**src/rtl/multi_cycle_ctrl_if.sv**
```systemverilog
// Control bus between the multi-cycle MIPS main controller and its datapath.
// The controller side (master) reads the latched opcode and the memory ready
// handshake, and drives every datapath strobe and mux select.
interface multi_cycle_ctrl_if #(
  parameter int STATE_W = 4
);

  // Inputs to the controller
  logic [5:0]         OP;
  logic               mem_ready;

  // Strobes and selects driven by the controller
  logic               PCWrite;
  logic               PCWriteCond;
  logic               IorD;
  logic               MemRead;
  logic               MemWrite;
  logic               IRWrite;
  logic               MemtoReg;
  logic               RegDst;
  logic               RegWrite;
  logic               ALUSrcA;
  logic [1:0]         ALUSrcB;
  logic [1:0]         ALUop;
  logic [1:0]         PCSource;
  logic [STATE_W-1:0] state;
  logic               instr_done;
  logic               illegal_op;

  modport master (
    input  OP, mem_ready,
    output PCWrite, PCWriteCond, IorD, MemRead, MemWrite, IRWrite,
           MemtoReg, RegDst, RegWrite, ALUSrcA, ALUSrcB, ALUop,
           PCSource, state, instr_done, illegal_op
  );

  modport slave (
    output OP, mem_ready,
    input  PCWrite, PCWriteCond, IorD, MemRead, MemWrite, IRWrite,
           MemtoReg, RegDst, RegWrite, ALUSrcA, ALUSrcB, ALUop,
           PCSource, state, instr_done, illegal_op
  );

endinterface

```
**src/rtl/multi_cycle_ctrl.sv**
```systemverilog
// Main control FSM of the multi-cycle MIPS datapath. One state per cycle:
// fetch, decode, then an opcode-specific execute/memory/writeback path.
// The state register is the only storage; every output is decoded from it,
// with mem_ready qualifying the fetch and store completion strobes.
module multi_cycle_ctrl #(
  parameter logic [3:0] RESET_STATE = 4'd0,
  parameter int         STATE_W     = 4
) (
  input  logic              clk,
  input  logic              rst_n,
  multi_cycle_ctrl_if.master bus
);

  typedef enum logic [STATE_W-1:0] {
    S_IF  = 4'd0,
    S_ID  = 4'd1,
    S_MA  = 4'd2,
    S_MR  = 4'd3,
    S_MWB = 4'd4,
    S_MWR = 4'd5,
    S_REX = 4'd6,
    S_RWB = 4'd7,
    S_BEQ = 4'd8,
    S_J   = 4'd9,
    S_IEX = 4'd10,
    S_IWB = 4'd11
  } state_t;

  localparam logic [5:0] OP_RTYPE = 6'b000000;
  localparam logic [5:0] OP_J     = 6'b000010;
  localparam logic [5:0] OP_BEQ   = 6'b000100;
  localparam logic [5:0] OP_ADDI  = 6'b001000;
  localparam logic [5:0] OP_LW    = 6'b100011;
  localparam logic [5:0] OP_SW    = 6'b101011;

  localparam logic [1:0] ALU_ADD  = 2'b00;
  localparam logic [1:0] ALU_SUB  = 2'b01;
  localparam logic [1:0] ALU_FUNC = 2'b10;

  localparam logic [1:0] SRCB_B     = 2'b00;
  localparam logic [1:0] SRCB_FOUR  = 2'b01;
  localparam logic [1:0] SRCB_IMM   = 2'b10;
  localparam logic [1:0] SRCB_IMMSH = 2'b11;

  localparam logic [1:0] PCSRC_ALUOUT = 2'b01;
  localparam logic [1:0] PCSRC_JUMP   = 2'b10;

  typedef struct packed {
    logic       pc_write;
    logic       pc_write_cond;
    logic       i_or_d;
    logic       mem_read;
    logic       mem_write;
    logic       ir_write;
    logic       mem_to_reg;
    logic       reg_dst;
    logic       reg_write;
    logic       alu_src_a;
    logic [1:0] alu_src_b;
    logic [1:0] alu_op;
    logic [1:0] pc_source;
    logic       instr_done;
    logic       illegal_op;
  } ctrl_t;

  state_t state_q;
  state_t state_d;
  ctrl_t  ctrl;

  // State register; reset abandons whatever instruction was in flight.
  always_ff @(posedge clk) begin
    if (!rst_n) begin
      state_q <= state_t'(RESET_STATE);
    end else begin
      state_q <= state_d;
    end
  end

  // Next-state selection and Moore output decode, all strobes masked in reset.
  always_comb begin
    state_d = state_q;
    ctrl    = '0;

    case (state_q)
      S_IF: begin
        ctrl.mem_read  = 1'b1;
        ctrl.alu_src_b = SRCB_FOUR;
        ctrl.alu_op    = ALU_ADD;
        ctrl.ir_write  = bus.mem_ready;
        ctrl.pc_write  = bus.mem_ready;
        if (bus.mem_ready) begin
          state_d = S_ID;
        end
      end

      S_ID: begin
        // Branch target is precomputed here so BEQ can use ALUOut.
        ctrl.alu_src_b = SRCB_IMMSH;
        ctrl.alu_op    = ALU_ADD;
        case (bus.OP)
          OP_LW, OP_SW: state_d = S_MA;
          OP_RTYPE:     state_d = S_REX;
          OP_BEQ:       state_d = S_BEQ;
          OP_J:         state_d = S_J;
          OP_ADDI:      state_d = S_IEX;
          default: begin
            state_d         = S_IF;
            ctrl.illegal_op = 1'b1;
          end
        endcase
      end

      S_MA: begin
        // OP[3] separates sw (101011) from lw (100011); IR is frozen here.
        ctrl.alu_src_a = 1'b1;
        ctrl.alu_src_b = SRCB_IMM;
        ctrl.alu_op    = ALU_ADD;
        state_d        = bus.OP[3] ? S_MWR : S_MR;
      end

      S_MR: begin
        ctrl.mem_read = 1'b1;
        ctrl.i_or_d   = 1'b1;
        if (bus.mem_ready) begin
          state_d = S_MWB;
        end
      end

      S_MWB: begin
        ctrl.reg_write  = 1'b1;
        ctrl.mem_to_reg = 1'b1;
        ctrl.instr_done = 1'b1;
        state_d         = S_IF;
      end

      S_MWR: begin
        // The write strobe is held for the whole stall.
        ctrl.mem_write  = 1'b1;
        ctrl.i_or_d     = 1'b1;
        ctrl.instr_done = bus.mem_ready;
        if (bus.mem_ready) begin
          state_d = S_IF;
        end
      end

      S_REX: begin
        ctrl.alu_src_a = 1'b1;
        ctrl.alu_src_b = SRCB_B;
        ctrl.alu_op    = ALU_FUNC;
        state_d        = S_RWB;
      end

      S_RWB: begin
        ctrl.reg_write  = 1'b1;
        ctrl.reg_dst    = 1'b1;
        ctrl.instr_done = 1'b1;
        state_d         = S_IF;
      end

      S_BEQ: begin
        ctrl.alu_src_a     = 1'b1;
        ctrl.alu_src_b     = SRCB_B;
        ctrl.alu_op        = ALU_SUB;
        ctrl.pc_write_cond = 1'b1;
        ctrl.pc_source     = PCSRC_ALUOUT;
        ctrl.instr_done    = 1'b1;
        state_d            = S_IF;
      end

      S_J: begin
        ctrl.pc_write   = 1'b1;
        ctrl.pc_source  = PCSRC_JUMP;
        ctrl.instr_done = 1'b1;
        state_d         = S_IF;
      end

      S_IEX: begin
        ctrl.alu_src_a = 1'b1;
        ctrl.alu_src_b = SRCB_IMM;
        ctrl.alu_op    = ALU_ADD;
        state_d        = S_IWB;
      end

      S_IWB: begin
        ctrl.reg_write  = 1'b1;
        ctrl.instr_done = 1'b1;
        state_d         = S_IF;
      end

      default: begin
        // Encodings 12-15 are unreachable; recover to fetch quietly.
        state_d = S_IF;
      end
    endcase

    if (!rst_n) begin
      ctrl = '0;
    end
  end

  assign bus.PCWrite     = ctrl.pc_write;
  assign bus.PCWriteCond = ctrl.pc_write_cond;
  assign bus.IorD        = ctrl.i_or_d;
  assign bus.MemRead     = ctrl.mem_read;
  assign bus.MemWrite    = ctrl.mem_write;
  assign bus.IRWrite     = ctrl.ir_write;
  assign bus.MemtoReg    = ctrl.mem_to_reg;
  assign bus.RegDst      = ctrl.reg_dst;
  assign bus.RegWrite    = ctrl.reg_write;
  assign bus.ALUSrcA     = ctrl.alu_src_a;
  assign bus.ALUSrcB     = ctrl.alu_src_b;
  assign bus.ALUop       = ctrl.alu_op;
  assign bus.PCSource    = ctrl.pc_source;
  assign bus.instr_done  = ctrl.instr_done;
  assign bus.illegal_op  = ctrl.illegal_op;
  assign bus.state       = state_q;

endmodule

```
**src/flat_wrapper.sv**
```systemverilog
// flat-port wrapper written by rule: the top's interface ports become plain ports
module multi_cycle_ctrl_flat 
#(
  parameter logic [3:0] RESET_STATE = 4'd0,
  parameter int         STATE_W     = 4
)
  (clk, rst_n, bus_OP, bus_mem_ready, bus_PCWrite, bus_PCWriteCond, bus_IorD, bus_MemRead, bus_MemWrite, bus_IRWrite, bus_MemtoReg, bus_RegDst, bus_RegWrite, bus_ALUSrcA, bus_ALUSrcB, bus_ALUop, bus_PCSource, bus_state, bus_instr_done, bus_illegal_op);
  multi_cycle_ctrl_if #(.STATE_W(STATE_W)) bus_i ();
  input  logic clk;
  input  logic rst_n;
  input wire logic [$bits(bus_i.OP)-1:0] bus_OP;
  input wire logic [$bits(bus_i.mem_ready)-1:0] bus_mem_ready;
  output wire logic [$bits(bus_i.PCWrite)-1:0] bus_PCWrite;
  output wire logic [$bits(bus_i.PCWriteCond)-1:0] bus_PCWriteCond;
  output wire logic [$bits(bus_i.IorD)-1:0] bus_IorD;
  output wire logic [$bits(bus_i.MemRead)-1:0] bus_MemRead;
  output wire logic [$bits(bus_i.MemWrite)-1:0] bus_MemWrite;
  output wire logic [$bits(bus_i.IRWrite)-1:0] bus_IRWrite;
  output wire logic [$bits(bus_i.MemtoReg)-1:0] bus_MemtoReg;
  output wire logic [$bits(bus_i.RegDst)-1:0] bus_RegDst;
  output wire logic [$bits(bus_i.RegWrite)-1:0] bus_RegWrite;
  output wire logic [$bits(bus_i.ALUSrcA)-1:0] bus_ALUSrcA;
  output wire logic [$bits(bus_i.ALUSrcB)-1:0] bus_ALUSrcB;
  output wire logic [$bits(bus_i.ALUop)-1:0] bus_ALUop;
  output wire logic [$bits(bus_i.PCSource)-1:0] bus_PCSource;
  output wire logic [$bits(bus_i.state)-1:0] bus_state;
  output wire logic [$bits(bus_i.instr_done)-1:0] bus_instr_done;
  output wire logic [$bits(bus_i.illegal_op)-1:0] bus_illegal_op;
  assign bus_i.OP = bus_OP;
  assign bus_i.mem_ready = bus_mem_ready;
  assign bus_PCWrite = bus_i.PCWrite;
  assign bus_PCWriteCond = bus_i.PCWriteCond;
  assign bus_IorD = bus_i.IorD;
  assign bus_MemRead = bus_i.MemRead;
  assign bus_MemWrite = bus_i.MemWrite;
  assign bus_IRWrite = bus_i.IRWrite;
  assign bus_MemtoReg = bus_i.MemtoReg;
  assign bus_RegDst = bus_i.RegDst;
  assign bus_RegWrite = bus_i.RegWrite;
  assign bus_ALUSrcA = bus_i.ALUSrcA;
  assign bus_ALUSrcB = bus_i.ALUSrcB;
  assign bus_ALUop = bus_i.ALUop;
  assign bus_PCSource = bus_i.PCSource;
  assign bus_state = bus_i.state;
  assign bus_instr_done = bus_i.instr_done;
  assign bus_illegal_op = bus_i.illegal_op;
  multi_cycle_ctrl #(.RESET_STATE(RESET_STATE), .STATE_W(STATE_W)) u_core (.clk(clk), .rst_n(rst_n), .bus(bus_i));
endmodule
```
**config.mk**
```make
export PLATFORM = sky130hd
export DESIGN_NAME = multi_cycle_ctrl_flat
export DESIGN_NICKNAME = d
export VERILOG_FILES = /design/src/rtl/multi_cycle_ctrl_if.sv /design/src/rtl/multi_cycle_ctrl.sv /design/src/flat_wrapper.sv
export SDC_FILE = /design/constraint.sdc
export NUM_CORES = 1
export LEC_CHECK = 0
export BUFFER_PORTS_ARGS = -buffer_cell sky130_fd_sc_hd__buf_2
export CAP_MARGIN = 20
export CORE_AREA = 2 2 39 41
export CTS_CLUSTER_DIAMETER = 50
export DETAILED_ROUTE_END_ITERATION = 16
export DIE_AREA = 0 0 41 43
export GPL_TIMING_DRIVEN = 0
export PLACE_DENSITY_LB_ADDON = 0.25
export SYNTH_ARGS = -nofsm -noshare
export SYNTH_HDL_FRONTEND = slang
export SYNTH_SLANG_ARGS = --single-unit
```
**constraint.sdc**
```tcl
create_clock -name clk -period 3.2 [get_ports clk]
set_input_delay 0.48 -clock clk [delete_from_list [all_inputs] [get_ports clk]]
set_output_delay 0.48 -clock clk [all_outputs]
set_load 0.01 [all_outputs]
```
==> After elaboration in Yosys (flattened, before gate mapping) <==
Index checks and enable logic that the tools add are counted.
{ "totals": {"inputBits": 9, "regBits": 4, "output_inout_bits": 22, "word_cells": 53} }
{ "op_classes": {"muxes": 22, "n_reduce_logical": 11, "eq_ne": 19} }
{ "ops": {"columns": ["cell", "count"], "rows": [
  ["$pmux 4 s5", 2],
  ["$pmux 4 s7", 1],
  ["$mux 18", 1],
  ["$eq 4x3->1 const B", 4],
  ["$eq 4x4->1 const B", 4],
  ["$eq 6x6->1 const B", 2],
  ["$mux 4", 3],
  ["$mux 1", 11],
  ["$eq 4x2->1 const B", 2],
  ["$reduce_or 2->1", 4],
  ["$eq 6x2->1 const B", 1],
  ["$eq 6x3->1 const B", 1],
  ["$eq 6x4->1 const B", 1],
  ["$logic_not 6->1", 1],
  ["$ne 2x2->1 const B", 3],
  ["$reduce_or 6->1", 1],
  ["$reduce_or 5->1", 1],
  ["$eq 4x1->1 const B", 1],
  ["$logic_not 4->1", 1],
  ["$pmux 1 s2", 2],
  ["$pmux 2 s2", 1],
  ["$reduce_or 4->1", 1],
  ["$mux 3", 1],
  ["$reduce_and 3->1", 1],
  ["$reduce_or 3->1", 1]
]} }

==> Depth between registers and ports, before layout <==
{ "depth": {"depth_word": 5, "ltp_mapped": 6, "depth_no_buf": 4} }

==> Worst setup path after synthesis <==
Ideal clock, no wire load.
{ "synth_path": {"path_type": "in2out", "start": "input rst_n", "end": "output bus_PCSource[0]", "stages": 5, "path_slack_ns": 1.306, "required_time_ns": 2.720, "n_path_buf": 2, "t_arrival_ns": 1.414, "cell_sequence": "clkbuf_2 nor2b_1 nand2_1 nor3_1 buf_4"} }
{ "synth_via": {"elab_chain_cells": 1} }
{ "synth_lines": {"columns": ["element", "line", "source"], "rows": [
  ["start, declared", "flat_wrapper.sv:10", "input logic rst_n;"],
  ["$mux 18", "multi_cycle_ctrl.sv:196", "if (!rst_n) begin"],
  ["end, declared", "flat_wrapper.sv:25", "output wire logic [$bits(bus_i.PCSource)-1:0] bus_PCSource;"]
]} }
No other way between the ends.

==> Final worst setup path <==
{ "layout_path": {"start": "register u_core.state_q[3], in the netlist u_core.bus.state[3]", "end": "output bus_PCSource[0]"} }
{ "layout_via": {"elab_chain_cells": 3, "word_cells_on_any_way": 4, "classes_between": "2 x eq/ne; 2 x mux"} }
{ "layout_lines": {"columns": ["element", "line", "source"], "rows": [
  ["start, declared", "multi_cycle_ctrl.sv:66", "state_t state_q;"],
  ["start signal, assigned", "multi_cycle_ctrl.sv:73", "state_q <= state_t'(RESET_STATE);"],
  ["start signal, assigned", "multi_cycle_ctrl.sv:75", "state_q <= state_d;"],
  ["$eq 4x4->1", "multi_cycle_ctrl.sv:84", "case (state_q)"],
  ["$pmux 2 s2 (*)", "multi_cycle_ctrl.sv:84", null],
  ["$mux 18 (*)", "multi_cycle_ctrl.sv:196", null]
]} }
Every way passes the cells marked *; elsewhere a longest branch is shown, timed or not.

==> out/results.txt <==
status = complete, no violations
PortBufs = 29
Seq/Total Area, Yosys = 0.140
layout cells sized above 1 = 0.383
Critical path origin = u_core.bus.state[3]
Worst setup EP type = primary output
Yosys top cell by area = dfxtp_1
met1 global-route usage = 0.319
worst-margin pin slew = 0.345 ns
clk_lat worst skew = 0.23 ns
number of flip-flops under the largest register name = 4
max_cap viols = 0
placeable core region = 1380 um^2
CTS Root Cell = clkbuf_4
Synth Net Count = 97
Routed Antenna Nets = 0
CP Launch Type = flip-flop
n_diodes = 0
post-synthesis cell type count = 35
drt wl/cell = 12.0 um
vias per cell = 5.49
All-Layer GR Usage = 0.227
die height = 43 um
hpwl dp = 1280 um
first-pass GRT wire length = 2820 um
NumNets Final = 131
DR DRC count = 0
ys async rst share = 0
total clock buffers created by CTS = 3
CP required = 2.72 ns
Area growth, synth to finish = 32.9%
part of the cycle the worst path needs = 0.638
P per Cell Area = 231 nW/um^2
final setup fails = 0
Post-CTS Resized = 0
Die ar. = 1760 um^2
Top Usage Layer GRT = met2
worst r2r src = u_core.bus.state[0]
largest net degree at the start of global routing = 11
row count = 14
via count = 747
post-synth top area share = 0.140
Chip Width = 41 um
met2 GRT Util = 0.338
ranking of synthesized cells by area = dfxtp_1 14%, nor2_1 7.9%, nor3_1 7.0%
hold_buf cts = 0
RSZ-0062 raised after global routing = false
Reg power frac = 0.301
YS warnings = 0
setup_tns = 0 ns
final hold slack = 0.601 ns
Placer Congestion = 0.835
routing usage on met3 = 0.0838
largest buffer count on any clock path = 2
Yosys reg bits = 4
combinational share of power = 0.350
Period minus WS final = 2.04 ns
sw frac = 0.323
Top FF cell, synth = dfxtp_1
worst IR drop on VDD = 0.223 mV
Mapped Area = 571 um^2
router iterations before antenna repair = 4
htree depth = 1
initial antenna violation count = 0
Critical Path Fanout Max = 10
Detailed Route Iter0 Violations = 15
P_leak = 0.382 nW
final slew viol count = 0
Syn Area/Cell = 6.48 um^2
Hold Crit Start = bus_OP[4]
number of global-route vias before repair = 628
GR Overflow Total = 0
CTS tree = yes
Detailed Route WL = 1630 um
postcts setup bufs = 0
WS Path Type = reg2out
final worst slack = 1.16 ns
hold crit path type = in2reg
dpl ws = 1.25 ns
Post-synth EDFFs = 0
IO Pins = 31
Gate Count Post-Synth = 88
Initial Util = 0.412
Sw Pwr = 56.5 uW
Int Pwr = 119 uW
worst rel slew slack = 0.768
clock share of power = 0.349
Highest Clock Rate = 0.490 GHz
Clock Skew = 0.00321 ns
Final Hold Fails = 0
critical path arrival = 1.56 ns
Sink Count = 4
Worst-path clk slew = 0.03 ns
[layout make-up]
cell class                      count  area (um^2)
Buffer                              8         51.3
Clock buffer                        3         22.5
Fill cell                         149          626
Inverter                            2         7.51
Multi-Input combinational cell     74          432
Sequential cell                     4         80.1
Tap cell                           16         20.0
Timing Repair Buffer               29          145
[cells in the final DEF, fill, tap and decap left out, types with 2 or more instances in the layout]
cell,n
a211oi_1,3
a21oi_1,2
and3_1,2
buf_2,33
buf_4,2
clkbuf_4,3
dfxtp_1,4
nand2_1,10
nand2b_1,3
nand3_1,4
nand4_1,2
nor2_1,12
nor2b_1,3
nor3_1,8
nor4_1,3
o21ai_0,4
o31ai_1,2
xor2_1,2
[stage by stage]
stage | cells | area, um^2 | total power [mW] | util
2_1_floorplan | 88 | 571 | 0.0930 | -
3_3_place_gp | 133 | 736 | 0.114 | 0.532
3_5_place_dp | 133 | 736 | 0.115 | 0.532
4_1_cts | 136 | 758 | 0.177 | 0.548
5_1_grt | 136 | 758 | 0.192 | 0.548
6_report | 136 | 758 | 0.175 | 0.548
[per-layer routing]
layer	vias to the layer above	wire (um)
li1	382	-
met1	334	736
met2	31	779
met3	0	113
met4	0	0
met5	-	0
[final timing paths]
kind                                             to  slack, ns  cells past startpoint
worst max-delay path                bus_PCSource[0]       1.16                      6
worst min-delay path            u_core.bus.state[1]       0.60                      4
worst max register to register  u_core.bus.state[0]       1.94                      5
worst min register to register  u_core.bus.state[2]       0.69                      3
[cell families (layout without fill, tap and decap cells)]
logic type / after synthesis / after routing / synth area share
AND/OR/NAND/NOR: 54 / 54 / 0.500
AO/OA/AOI/OAI: 17 / 17 / 0.211
buffers and inverters: 10 / 42 / 0.103
flip-flops: 4 / 4 / 0.140
XOR/XNOR: 3 / 3 / 0.0461
[critical path, stage by stage, from the launching register on]
cell	delay (ns)
dfxtp_1	0.31
buf_2	0.20
buf_2	0.25
nand2_1	0.11
nor3_1	0.20
buf_4	0.14
buf_2	0.12
[synth_stat cells, drive strengths merged, types with 2 or more instances]
library cell and number:
xor2 2, dfxtp 4, and3 2, nand3 4, a21oi 2, nand4 2
o31ai 2, o21ai 4, buf 7, nand2 10, nor2b 3, nand2b 4
nor2 12, inv 2, nor3 9, nor4 3, a211oi 3
[power by group through the flow]
stage	Clock, mW	Sequential, mW	Combinational [mW]
after detailed placement	0	0.0534	0.0611
after global routing	0.0696	0.0529	0.0692
after global placement	0	0.0534	0.0602
after CTS	0.0635	0.0527	0.0612
final	0.0611	0.0527	0.0614
after floorplan	0	0.0542	0.0388
Note: power is estimated with default switching activity, not from simulation.
